===== config.mk =====
export PLATFORM = sky130hd
export DESIGN_NAME = daisy_tx
export DESIGN_NICKNAME = d
export VERILOG_FILES = /design/src/rtl/daisy_pkg.sv /design/src/rtl/daisy_tx.sv
export SDC_FILE = /design/constraint.sdc
export NUM_CORES = 1
export LEC_CHECK = 0
export BUFFER_PORTS_ARGS = -buffer_cell sky130_fd_sc_hd__buf_2
export CORE_MARGIN = 4
export CORE_UTILIZATION = 50
export CTS_BUF_LIST = sky130_fd_sc_hd__clkbuf_4
export DETAILED_ROUTE_END_ITERATION = 16
export GPL_ROUTABILITY_DRIVEN = 0
export PLACE_DENSITY = 0.8
export SLEW_MARGIN = 0
export SYNTH_ARGS = -nofsm -noshare
export SYNTH_HDL_FRONTEND = slang
export SYNTH_SLANG_ARGS = --single-unit

===== constraint.sdc =====
create_clock -name clk -period 3.4 [get_ports clk]
set_clock_uncertainty 0.1 [all_clocks]
set_input_delay 0.85 -clock clk [delete_from_list [all_inputs] [get_ports clk]]
set_output_delay 0.85 -clock clk [all_outputs]
set_load 0.01 [all_outputs]

===== src/rtl/daisy_pkg.sv =====
// Shared definitions for the daisy-chain serial link (transmitter and future receiver).
package daisy_pkg;

    localparam logic [1:0] HDR_DATA = 2'b10;
    localparam logic [1:0] HDR_LAST = 2'b11;
    localparam logic [1:0] HDR_IDLE = 2'b01;

    typedef enum logic [1:0] {
        OFF,
        TRAIN,
        RUN
    } state_t;

    // Builds {hdr, payload, p} right-aligned in 64 bits; payload must fit in dw bits
    // (dw <= 60). p makes the whole word even parity; callers truncate to dw+3 bits.
    function automatic logic [63:0] daisy_word(input logic [1:0] hdr,
                                               input logic [63:0] payload,
                                               input int dw);
        logic [63:0] body;
        body = ({62'd0, hdr} << dw) | payload;
        return {body[62:0], ^body};
    endfunction

endpackage


===== src/rtl/daisy_tx.sv =====
// Daisy-chain serial transmitter: frames AXI4-Stream samples into header/payload/parity
// words and shifts them out MSB first, filling gaps with idle words.
module daisy_tx
    import daisy_pkg::*;
#(
    parameter int            DW   = 16,
    parameter logic [DW-1:0] IDLE = 16'hA5C3,
    parameter int            TRN  = 16
) (
    input  logic          clk,
    input  logic          rst,
    input  logic          en,
    input  logic [DW-1:0] s_tdata,
    input  logic          s_tlast,
    input  logic          s_tvalid,
    output logic          s_tready,
    output logic          ser_o,
    output logic          busy_o,
    output logic [31:0]   tx_cnt_o
);

    localparam int W  = DW + 3;
    localparam int BW = $clog2(W);

    state_t          state, state_nxt;
    logic [BW-1:0]   bit_cnt;
    logic [15:0]     trn_cnt;
    logic [W-1:0]    shreg;
    logic [31:0]     tx_cnt;
    logic            boundary;
    logic            last_trn;
    logic [W-1:0]    idle_word;
    logic [W-1:0]    data_word;

    assign boundary  = (bit_cnt == BW'(W - 1));
    assign last_trn  = (trn_cnt == 16'(TRN - 1));
    assign idle_word = W'(daisy_word(HDR_IDLE, 64'(IDLE), DW));
    assign data_word = W'(daisy_word(s_tlast ? HDR_LAST : HDR_DATA, 64'(s_tdata), DW));

    assign ser_o    = shreg[W-1];
    assign busy_o   = (state != OFF);
    assign tx_cnt_o = tx_cnt;

    // Next state and ready: ready only at a word boundary that can carry data, never from valid.
    always_comb begin
        state_nxt = state;
        s_tready  = 1'b0;
        case (state)
            OFF: begin
                if (en) state_nxt = TRAIN;
            end
            TRAIN: begin
                if (boundary) begin
                    if (!en) begin
                        state_nxt = OFF;
                    end else if (last_trn) begin
                        state_nxt = RUN;
                        s_tready  = 1'b1;
                    end
                end
            end
            RUN: begin
                if (boundary) begin
                    if (!en) state_nxt = OFF;
                    else     s_tready  = 1'b1;
                end
            end
            default: state_nxt = OFF;
        endcase
    end

    // State register plus shifter, bit/train counters and accepted-word counter.
    always_ff @(posedge clk or posedge rst) begin
        if (rst) begin
            state   <= OFF;
            bit_cnt <= '0;
            trn_cnt <= '0;
            shreg   <= '0;
            tx_cnt  <= '0;
        end else begin
            state <= state_nxt;
            if (state == OFF) begin
                if (en) begin
                    shreg   <= idle_word;
                    bit_cnt <= '0;
                    trn_cnt <= '0;
                end
            end else if (!boundary) begin
                shreg   <= shreg << 1;
                bit_cnt <= bit_cnt + 1'b1;
            end else begin
                bit_cnt <= '0;
                if (state_nxt == OFF) begin
                    // Line drops to 0 right after the final bit of the last word.
                    shreg <= '0;
                end else begin
                    if (state == TRAIN) trn_cnt <= trn_cnt + 1'b1;
                    if (s_tready && s_tvalid) begin
                        shreg  <= data_word;
                        tx_cnt <= tx_cnt + 1'b1;
                    end else begin
                        shreg <= idle_word;
                    end
                end
            end
        end
    end

endmodule


## Yosys cells after proc, flatten, opt, wreduce, memory -nomap -nowiden

Index checks and enable logic that the tools add are counted.

| storage, ports and cells | value |
|---|---|
| RAM bits | 0 |
| bits in latches | 0 |
| memories kept | 0 |
| ROM bits | 0 |
| bits in registers | 74 |
| input bits | 21 |
| word-level logic and storage cells | 53 |

| operators by class | value |
|---|---|
| add/sub/neg operators | 3 |
| multipliers | 0 |
| reduce and logical (&&, ||, !) cells | 9 |
| bitwise logic cells | 3 |
| shift operators | 0 |
| div/mod/pow operators | 0 |
| magnitude comparators | 0 |
| mux-type cells | 27 |
| eq/ne operators | 6 |

Operators by type and width:

| kind | number |
|---|---|
| two-way mux 19 bit | 5 |
| two-way mux 16 bit | 5 |
| XOR reduction 64 bit | 1 |
| adder 32 x 1 -> 32 bit, second input constant | 1 |
| OR 18 x 16 -> 18 bit | 1 |
| adder 16 x 1 -> 16 bit, second input constant | 1 |
| == test 16 x 4 -> 1 bit, second input constant | 1 |
| two-way mux 5 bit | 3 |
| two-way mux 2 bit | 6 |
| AND reduction 4 bit | 2 |
| two-way mux 1 bit | 6 |
| one-hot mux 2 bit (3 select lines) | 1 |
| nonzero test 2 bit | 3 |
| adder 5 x 1 -> 5 bit, second input constant | 1 |
| == test 5 bit, second input constant | 1 |
| zero test 2 bit | 2 |
| inequality test 2 bit, second input constant | 2 |
| == test 2 x 1 -> 1 bit, second input constant | 1 |
| == test 2 bit, second input constant | 1 |
| NOT 1 bit | 2 |
| one-hot mux 1 bit (2 select lines) | 1 |
| logical AND 1 bit | 1 |

## Longest topological paths before layout

Gate-level depths: netlist of run 1.

| logic depth | value |
|---|---|
| depth after elaboration | 10 |
| mapped depth | 11 |
| mapped depth without buffers | 8 |

## Worst setup path before layout of run 1

Ideal clock, no wire load.

| timing | value |
|---|---|
| kind | in2reg |
| start | in en |
| end | reg trn_cnt[8] |
| stages | 6 |
| data required time | 3158 ps |
| path slack | 974 ps |
| buffers on the path | 1 |
| data arrival time | 2185 ps |
| cell sequence | nand2b_1 -> a2111o_1 -> o211a_1 -> buf_2 -> o311ai_0 -> o211ai_1 |

| between the ends | value |
|---|---|
| longest elaborated chain between the ends | 6 |

RTL lines:

| what | RTL line | text |
|---|---|---|
| from (decl) | daisy_tx.sv:12 | `input logic en,` |
| two-way mux 2 bit, on equally long branches | daisy_tx.sv:64, daisy_tx.sv:54 |  |
| two-way mux 2 bit, on equally long branches | daisy_tx.sv:63, daisy_tx.sv:53 |  |
| one-hot mux 2 bit (3 select lines) | daisy_tx.sv:48 | `case (state)` |
| zero test 2 bit | daisy_tx.sv:93 | `if (state_nxt == OFF) begin` |
| inequality test 2 bit (no source line) | -- |  |
| AND reduction 4 bit (no source line) (*) | -- |  |
| to (signal assigned) | daisy_tx.sv:97 | `if (state == TRAIN) trn_cnt <= trn_cnt + 1'b1;` |
| to (decl) | daisy_tx.sv:27 | `logic [15:0] trn_cnt;` |

Mark *: on every way between the ends. The rest lies on a longest branch, timed or not.
A chain may end at the register's enable or synchronous reset.

## Worst setup path in the final report of run 1

| timing | value |
|---|---|
| start | reg state[0] |
| end | reg tx_cnt[5] (netlist: tx_cnt_o[5]) |

| between the ends | value |
|---|---|
| longest elaborated chain between the ends | 7 |

RTL lines:

| what | RTL line | text |
|---|---|---|
| from (decl) | daisy_tx.sv:25 | `state_t state, state_nxt;` |
| from (signal assigned) | daisy_tx.sv:81 | `state <= state_nxt;` |
| two-way mux 2 bit | daisy_tx.sv:56 | `end else if (last_trn) begin` |
| two-way mux 2 bit | daisy_tx.sv:54 | `if (!en) begin` |
| two-way mux 2 bit | daisy_tx.sv:53 | `if (boundary) begin` |
| one-hot mux 2 bit (3 select lines) | daisy_tx.sv:48 |  |
| zero test 2 bit | daisy_tx.sv:93 |  |
| NOT 1 bit (no source line) | -- |  |
| AND reduction 4 bit (no source line) (*) | -- |  |
| to (signal assigned) | daisy_tx.sv:100 | `tx_cnt <= tx_cnt + 1'b1;` |
| to (decl) | daisy_tx.sv:29 | `logic [31:0] tx_cnt;` |

Marked as above.

==> results by group, run 1 <==
STA
  – Setup Viol. Count Final: 0
  – Final hold vios: 0
  – Sum Neg Setup Slack: 0 ns
  – Unrepaired setup endpoints after global routing: false
  – Slew @ Worst Pin: roughly 0.74 ns
  – Final min period: 3.087 ns
  – Max-slew headroom: 50.48%
  – Max-slew violations: 0
  – Setup WS post-layout: approximately 0.31 ns
  – Achievable clock frequency: about 320 MHz
  – Final period utilization: 90.80%

Final layout
  – Synthesis-to-layout area growth: 12.83%
  – Antenna diode instance count: 0
  – Final instance area: 4763 um^2
  – Final net count: just over 500
  – Post-route insts no fill: 598
  – Share of layout cells above drive strength 1: 21.50%

Drt
  – Total routed wirelength: 9.742 mm
  – Drt initial violations: 226
  – Pre-antenna DRT Iters: 5
  – Final ANT Viol Nets: 0
  – Via count: 3586
  – Via-to-Cell Ratio: 5.997
  – WL/cell: between 15 and 20 um
  – DR DRC count: 0

GRT
  – GRT Overall Usage: 20.29%
  – First-pass GRT wire length: between 15 and 20 mm
  – Initial antenna violation count: 0
  – GR Overflow Total: 0
  – Vias in the first global route: 3536
  – Largest net degree at the start of global routing: 50

Clock tree
  – TritonCTS Buffers: 9
  – Post-CTS setup buffer count: 0
  – Clock transition at path regs: about 0.13 ns
  – Clk root buf: clkbuf_4
  – CTS tree: built
  – CTS max path bufs: 2
  – CTS Sinks: 74
  – Post-CTS resize count: 0
  – Later-pin clock latency in the skew report: 0.43 ns
  – Hold buffers post-CTS: 0
  – H-tree depth: 3

Synth
  – Mapped Cells: 431
  – Top_reg_cell synth: dfrtp_1
  – Mapped Area: 4222 um^2
  – Number of synthesized flops with an enable pin: 0
  – Syn_area_per_cell: around 9.8 um^2
  – Share of the synthesized area in the top cell type: 43.86%
  – Syn nets: 460
  – Cell taking the most area after synthesis: dfrtp_1
  – Post-synth ARST share: 100.0%
  – Main area contributors after synthesis: dfrtp_1 44%, xor2_1 7.3%, nor4_2 3.3%, nand2_1 3.2%, nand3_1 2.8%
  – Seq/Total Area, Yosys: 43.86%
  – Commonest cells post-synth: 74 x dfrtp_1, 36 x nand2_1, 35 x xor2_1
  – Yosys cell types: 48
  – Synth Warn #: 0
  – Most frequent cell after synthesis: dfrtp_1
  – #FFs+latches synth: 74

Placed design
  – Post-detail-place hpwl: 6.762 mm
  – IO buf count: 55
  – Pre-CTS setup slack: 0.3127 ns
  – DP Area: 4623 um^2
  – Cells after DPL: about 580

Critical path
  – CP Capture Type: flop
  – Worst path cell trace: inv_1 -> ha_1 -> buf_4 -> nand2b_1 -> a2111o_1 -> o211a_1 -> buf_4 -> nor4_2 -> xor2_1
  – Slowest cell on the critical path: dfrtp_1
  – CP arrival: between 3 and 4 ns
  – Worst Path Required: 3.67 ns
  – Max incr delay on CP: 0.45 ns
  – Critical path class: reg2reg
  – Crit-path max FO: 24
  – CP most frequent cell: buf_4
  – Kind of start point of the critical path: flop

Floorplanning
  – Chip height: 99.89 um
  – Die X: 99.89 um
  – Starting Density: 51.38%
  – Core area: 8217 um^2
  – Row count: 33
  – IO Count: 56
  – DIE AREA: 9977 um^2

Pwr
  – Pwr/cell area: 544.2 nW/um^2
  – P_leak: 2.281 nW
  – Max VDD drop: about 330 uV
  – Overall power: 2.592 mW

Hold path
  – Worst hold path type: in2async

Job
  – Max Cap Viol: 0

Outcome
  – Outcome: finished clean
[power by group]
| group | total (mW) | switching [mW] | internal, mW | leakage, nW |
|---|---|---|---|---|
| Sequential | 1.14 | 0.110 | 1.03 | 0.983 |
| Clock | 0.569 | 0.334 | 0.235 | 0.0772 |
| Combinational | 0.886 | 0.548 | 0.338 | 1.22 |
| Total | 2.59 | 0.993 | 1.60 | 2.28 |
[critical path: cells and delay by family, from the launching register on]
family	cells	cell delay, ns
and+or+nand+nor	2	0.39
adders and majority gates	1	0.40
AOI/OAI and AO/OA	2	0.83
xor gates and xnor gates	1	0.17
DFF	1	0.45
buffers and inverters	3	0.68
[metal layers]
metal | wire length (um) | global-route usage, % | vias up | share of wire (%)
met5 | 0 | 0 | - | 0
met4 | 204 | 9.349 | 0 | 2.1
met3 | 517 | 3.822 | 21 | 5.3
met2 | 4629 | 31.81 | 123 | 48
met1 | 4391 | 27.30 | 1744 | 45
li1 | - | - | 1698 | -
[path summary, 6_finish.rpt]
kind                       slack (ns)          from  cells after the start      endpoint
hold reg to reg                  0.38  tx_cnt_o[31]                      1  tx_cnt_o[31]
setup reg to reg                 0.31      state[0]                      9   tx_cnt_o[5]
min in group clk                 0.38  tx_cnt_o[31]                      1  tx_cnt_o[31]
setup / recovery                 0.31      state[0]                      9   tx_cnt_o[5]
hold / removal                   0.35           rst                      2  tx_cnt_o[21]
max in group asynchronous        2.18           rst                      3      state[1]
[cell type report]
type,instances,area [um^2]
flip-flops and latches,74,1852
repair buffers,68,385.4
well taps,105,131.4
inverters,10,37.54
clock buffers,10,75.07
fillers,703,3453
clock inverters,6,65.06
multi-input cells,325,2217
[cells in the final DEF, fill, tap and decap left out, types with 12 or more instances in the layout]
cell type	n
or3_1	16
xnor2_1	13
nand4_1	14
buf_4	12
xor2_1	35
nor3_1	16
dfrtp_1	74
a21oi_1	20
buf_2	55
nand2_1	36
nor2_1	27
nand3_1	24
[flip-flops by register name, summed over array words and instances (netlist names)]
| name | cells |
|---|---|
| trn_cnt | 16 |
| bit_cnt | 5 |
| shreg | 19 |
| state | 2 |
| tx_cnt_o | 32 |
[cells by family (layout without fill, tap and decap cells)]
kind of cell               count (synthesis)  in the layout  share of synthesized area [%]
buffers and inverters                     32             94                          3.616
AOI/OAI and AO/OA                         75             75                          12.48
DFF                                       74             74                          43.86
and+or+nand+nor                          190            190                          26.73
adders and majority gates                  8              8                          2.371
muxes                                      4              4                         0.9781
xor gates and xnor gates                  48             48                          9.958
[metrics by stage]
step,hold slack (ns),util (%)
2_1_floorplan,0.3796,-
3_3_place_gp,0.3556,56.27
3_5_place_dp,0.3663,56.27
4_1_cts,0.3513,57.97
5_1_grt,0.3892,57.97
6_report,0.3453,57.97
No activity file was read; power rests on OpenSTA's default activity.
==> run 2, diff against run 1 <==
Settings changed: CORE_ASPECT_RATIO set to 0.6.
==> run 2 against run 1 <==
  * Die area increased by 0.49%
  * Sequential cell count unchanged
  * Combinational power is 2.3% higher
==> results by group, run 2 (synthesis results as in run 1) <==
Clock tree
  – H-tree depth: 3
  – Hold buffers post-CTS: 0
  – Clk root buf: clkbuf_4
  – CTS max path bufs: 2
  – Later-pin clock latency in the skew report: about 0.43 ns
  – Post-CTS resize count: 0
  – CTS tree: built
  – Clock transition at path regs: 0.12 ns
  – CTS Sinks: 74
  – Post-CTS setup buffer count: 0
  – TritonCTS Buffers: 9

Final layout
  – Area of the multi-input gates: 2217 um^2
  – Sequential Area: 1852 um^2
  – Post-route insts no fill: 599
  – Synthesis-to-layout area growth: 12.27%
  – Most frequent cells in the layout: 74 x dfrtp_1, 55 x buf_2, 36 x nand2_1
  – Fill cells: 698
  – Antenna diode instance count: 0
  – Final net count: 515
  – Max FFs per register: 32
  – Final instance area: 4740 um^2
  – Post-Route Utilization: approximately 59%
  – Share of layout cells above drive strength 1: 20.77%
  – Most common cell after layout, fill and taps aside: dfrtp_1

Drt
  – Drt initial violations: 383
  – WL/cell: 17.58 um
  – DR DRC count: 0
  – Via count: 3661
  – Pre-antenna DRT Iters: 5
  – Final ANT Viol Nets: 0
  – Via-to-Cell Ratio: between 6 and 7
  – Total routed wirelength: 10.53 mm

Critical path
  – RR Endpoint: tx_cnt_o[8]
  – CP bufs+invs: 2
  – Kind of start point of the critical path: flop
  – Register-to-Register Path Depth: 8
  – CP Capture Type: output port
  – Worst path cell trace: inv_1 -> ha_1 -> and4bb_2 -> and3_1 -> o21a_1 -> buf_2
  – Slowest cell on the critical path: dfrtp_1
  – Worst Path Required: 2.45 ns
  – Delay-heaviest family, CP: simple AND/OR/NAND/NOR gates
  – Critical path class: reg2out
  – Max incr delay on CP: 0.44 ns
  – Reg2reg start: bit_cnt[0]
  – R2r setup slk: 0.57 ns
  – Crit-path max FO: 6
  – CP arrival: 2.00 ns

Floorplanning
  – Core area: 8039 um^2
  – Die X: about 130 um
  – Row count: 25
  – Chip height: 79.18 um
  – Starting Density: a little over half
  – DIE AREA: 10030 um^2
  – IO Count: 56

GRT
  – Vias in the first global route: 3555
  – Initial antenna violation count: 0
  – Largest net degree at the start of global routing: between 40 and 50
  – First-pass GRT wire length: 18.11 mm
  – GRT Overall Usage: 22.41%
  – GR Overflow Total: 0

STA
  – Unrepaired setup endpoints after global routing: false
  – Achievable clock frequency: 339.3 MHz
  – Final period utilization: 86.68%
  – Max-slew headroom: 35.31%
  – Sum Neg Setup Slack: 0 ns
  – Slew @ Worst Pin: 0.9661 ns
  – Final min period: between 2 and 3 ns
  – Max-slew violations: 0
  – Setup Viol. Count Final: 0
  – Final hold vios: 0

Outcome
  – Outcome: finished clean

Placed design
  – Post-detail-place hpwl: 7.453 mm
  – DP Area: 4612 um^2
  – Cells after DPL: 583
  – IO buf count: between 50 and 60

Hold path
  – Worst hold endpoint: tx_cnt_o[31]
  – Hold depth: 1
  – Hold Path Origin: tx_cnt_o[31]
  – Worst hold path type: reg2reg

Job
  – Max Cap Viol: 0

Pwr
  – Pwr/cell area: roughly 540 nW/um^2
  – Overall power: around 2.6 mW
  – Max VDD drop: ~280 uV
  – P_leak: 2.265 nW
[run 2: cell types whose count changed in the layout (fill, tap and decap cells not counted), sizes merged]
cell and delta:
clkinv +3, inv -2, clkbuf -1, buf -2
[run 2: final cells by class]
type | instances | share of cell area [%]
clock buffer | 9 | 1.426
timing repair buffer | 66 | 7.814
sequential | 74 | 39.07
inverter | 10 | 0.7920
tap | 108 | 2.851
multi-input combinational | 325 | 46.78
clock inverter | 7 | 1.267
[run 2: power by group]
part	internal, mW	total, mW	leakage [nW]	switching, mW
logic	0.335	0.906	1.21	0.572
registers	1.03	1.14	0.983	0.112
clock network	0.215	0.529	0.0706	0.313
total	1.58	2.57	2.26	0.997
[run 2: per-layer routing]
layer	vias to the layer above	GRT usage, %	part of all wire, %
met5	-	0	0
met4	0	5.782	0.84
met3	9	5.309	8.9
met2	178	32.75	43
met1	1782	33.38	48
li1	1692	-	-
[run 2: per-stage QoR]
stage	hold WS, ns	worst slack, ns
after global routing	0.4005	0.2810
after floorplan	0.3796	0.5684
after global placement	0.3522	0.6653
after detailed placement	0.3566	0.5941
final	0.3725	0.4528
after CTS	0.3735	0.4325
[run 2: worst max path at each step]
stage,start,endpoint,slack (ns),cells past startpoint
after global placement,en,tx_cnt_o[8],0.67,6
after floorplan,rst,bit_cnt[0],0.57,1
after global routing,bit_cnt[0],s_tready,0.28,6
after detailed placement,en,trn_cnt[10],0.59,6
final,bit_cnt[0],s_tready,0.45,6
after CTS,bit_cnt[0],s_tready,0.43,6
==> run 3, diff against run 2 <==
Settings changed: GPL_TIMING_DRIVEN set to 0.
==> run 3 against run 2 <==
  * Sequential power is essentially flat
  * Global-route usage grew 1.3 points
  * Register-to-register slack lost 0.04 ns
  * Setup slack lost 0.20 ns
  * Clock power grew 35%
  * Combinational power grew 8.7%
  * Via count grew 2.3%
  * Maximum frequency shrank 6.5%
  * Utilization grew 1.3 points
==> results by group, run 3 (synthesis results as in run 1) <==
Clock tree
  – CTS tree: built
  – H-tree depth: 3
  – CTS max path bufs: 2
  – Post-CTS setup buffer count: 0
  – Hold buffers post-CTS: 0
  – Clock transition at path regs: 0.13 ns
  – Post-CTS resize count: 0
  – Clk root buf: clkbuf_4
  – Later-pin clock latency in the skew report: 0.45 ns
  – TritonCTS Buffers: 9
  – CTS Sinks: between 70 and 80

Critical path
  – CP arrival: around 2.2 ns
  – Worst Path Required: 2.45 ns
  – Register-to-Register Path Depth: 8
  – Crit-path max FO: 14
  – Critical path class: reg2out
  – Kind of start point of the critical path: flop
  – CP Capture Type: output port

Drt
  – Via count: 3746
  – Drt initial violations: 361
  – Pre-antenna DRT Iters: 5
  – Via-to-Cell Ratio: between 6 and 7
  – WL/cell: around 18 um
  – DR DRC count: 0
  – Total routed wirelength: ~11 mm
  – Final ANT Viol Nets: 0

STA
  – Unrepaired setup endpoints after global routing: false
  – Max-slew headroom: approximately 47%
  – Setup Viol. Count Final: 0
  – Final hold vios: 0
  – Achievable clock frequency: ~320 MHz
  – Final min period: between 3 and 4 ns
  – Max-slew violations: 0
  – Final period utilization: roughly 93%
  – Slew @ Worst Pin: 0.7964 ns

GRT
  – GRT Overall Usage: between 20% and 30%
  – First-pass GRT wire length: 18.76 mm
  – Initial antenna violation count: 0
  – Vias in the first global route: 3639
  – GR Overflow Total: 0
  – Largest net degree at the start of global routing: 39

Floorplanning
  – IO Count: between 50 and 60
  – Core area: 8039 um^2
  – Die X: 126.6 um
  – Starting Density: 52.51%
  – Chip height: 79.18 um
  – DIE AREA: 10030 um^2
  – Row count: 25

Pwr
  – Pwr/cell area: 584.8 nW/um^2
  – Overall power: about 2.8 mW
  – Switching Share: 37.49%
  – Clock Power Share: 25.2%
  – Switching power: about 1.1 mW
  – P_leak: 2.303 nW
  – Max VDD drop: 288.9 uV
  – Internal power: between 1.5 and 2 mW
  – Combinational fraction of design power: a little over a third
  – Reg power frac: between 40% and 50%

Final layout
  – Most frequent cells in the layout: 74 x dfrtp_1, 60 x buf_2, 36 x nand2_1
  – Final net count: around 530
  – Synthesis-to-layout area growth: 14.73%
  – Most common cell after layout, fill and taps aside: dfrtp_1
  – Share of layout cells above drive strength 1: 20.52%
  – Max FFs per register: 32
  – Post-Route Utilization: about three fifths

Hold path
  – Worst hold path type: in2async

Placed design
  – Post-detail-place hpwl: 8.144 mm
  – IO buf count: 55

Outcome
  – Outcome: finished clean

Job
  – Max Cap Viol: 0
run 3: power groups by stage:
stage	Clock [mW]	Sequential (mW)	Combinational [mW]
after floorplan	0	1.12	0.705
after global placement	0	1.14	0.930
after detailed placement	0	1.15	0.978
after CTS	0.726	1.13	0.983
after global routing	0.757	1.16	1.09
final	0.713	1.13	0.985
run 3: area by class of cell:
type	count	area [um^2]
clock inverters	6	115.1
well taps	108	135.1
fillers	676	3196
diodes	1	2.502
inverters	10	40.04
plain buffers	21	111.4
flip-flops and latches	74	1852
multi-input cells	325	2217
clock buffers	10	75.07
repair buffers	56	295.3
run 3: metrics by stage:
stage               hold WS (ns)  setup slack [ns]  area [um^2]  TNS (ns)  instances
detailed placement        0.3511            0.4593         4654         0        595
CTS                       0.2975           0.06352         4845         0        611
finish                    0.2992            0.2479         4843         0        611
global route              0.3351           0.02074         4841         0        610
floorplan                 0.3796            0.5684         4222         0        431
global placement          0.3513           -0.3482         4632    -25.30        594
run 3: per-layer routing:
metal / GRT usage (%) / up-vias / routed length, um
li1: - / 1715 / -
met5: 0 / - / 0
met4: 6.745 / 0 / 126
met2: 35.23 / 178 / 4869
met3: 6.922 / 13 / 1075
met1: 33.69 / 1840 / 5058
run 3: worst paths after layout:
path	startpoint	endpoint	slack, ns
max	state[0]	busy_o	0.25
min	rst	tx_cnt_o[7]	0.30
max reg2reg	state[0]	trn_cnt[3]	0.53
min reg2reg	tx_cnt_o[31]	tx_cnt_o[31]	0.37
max in group asynchronous	rst	shreg[12]	2.32
min in group clk	tx_cnt_o[31]	tx_cnt_o[31]	0.37
run 3: worst max-delay path, stage by stage (launching register included):
cell      delay (ns)
dfrtp_1         0.43
inv_1           0.09
ha_1            0.29
inv_1           0.36
clkbuf_1        0.39
buf_2           0.21
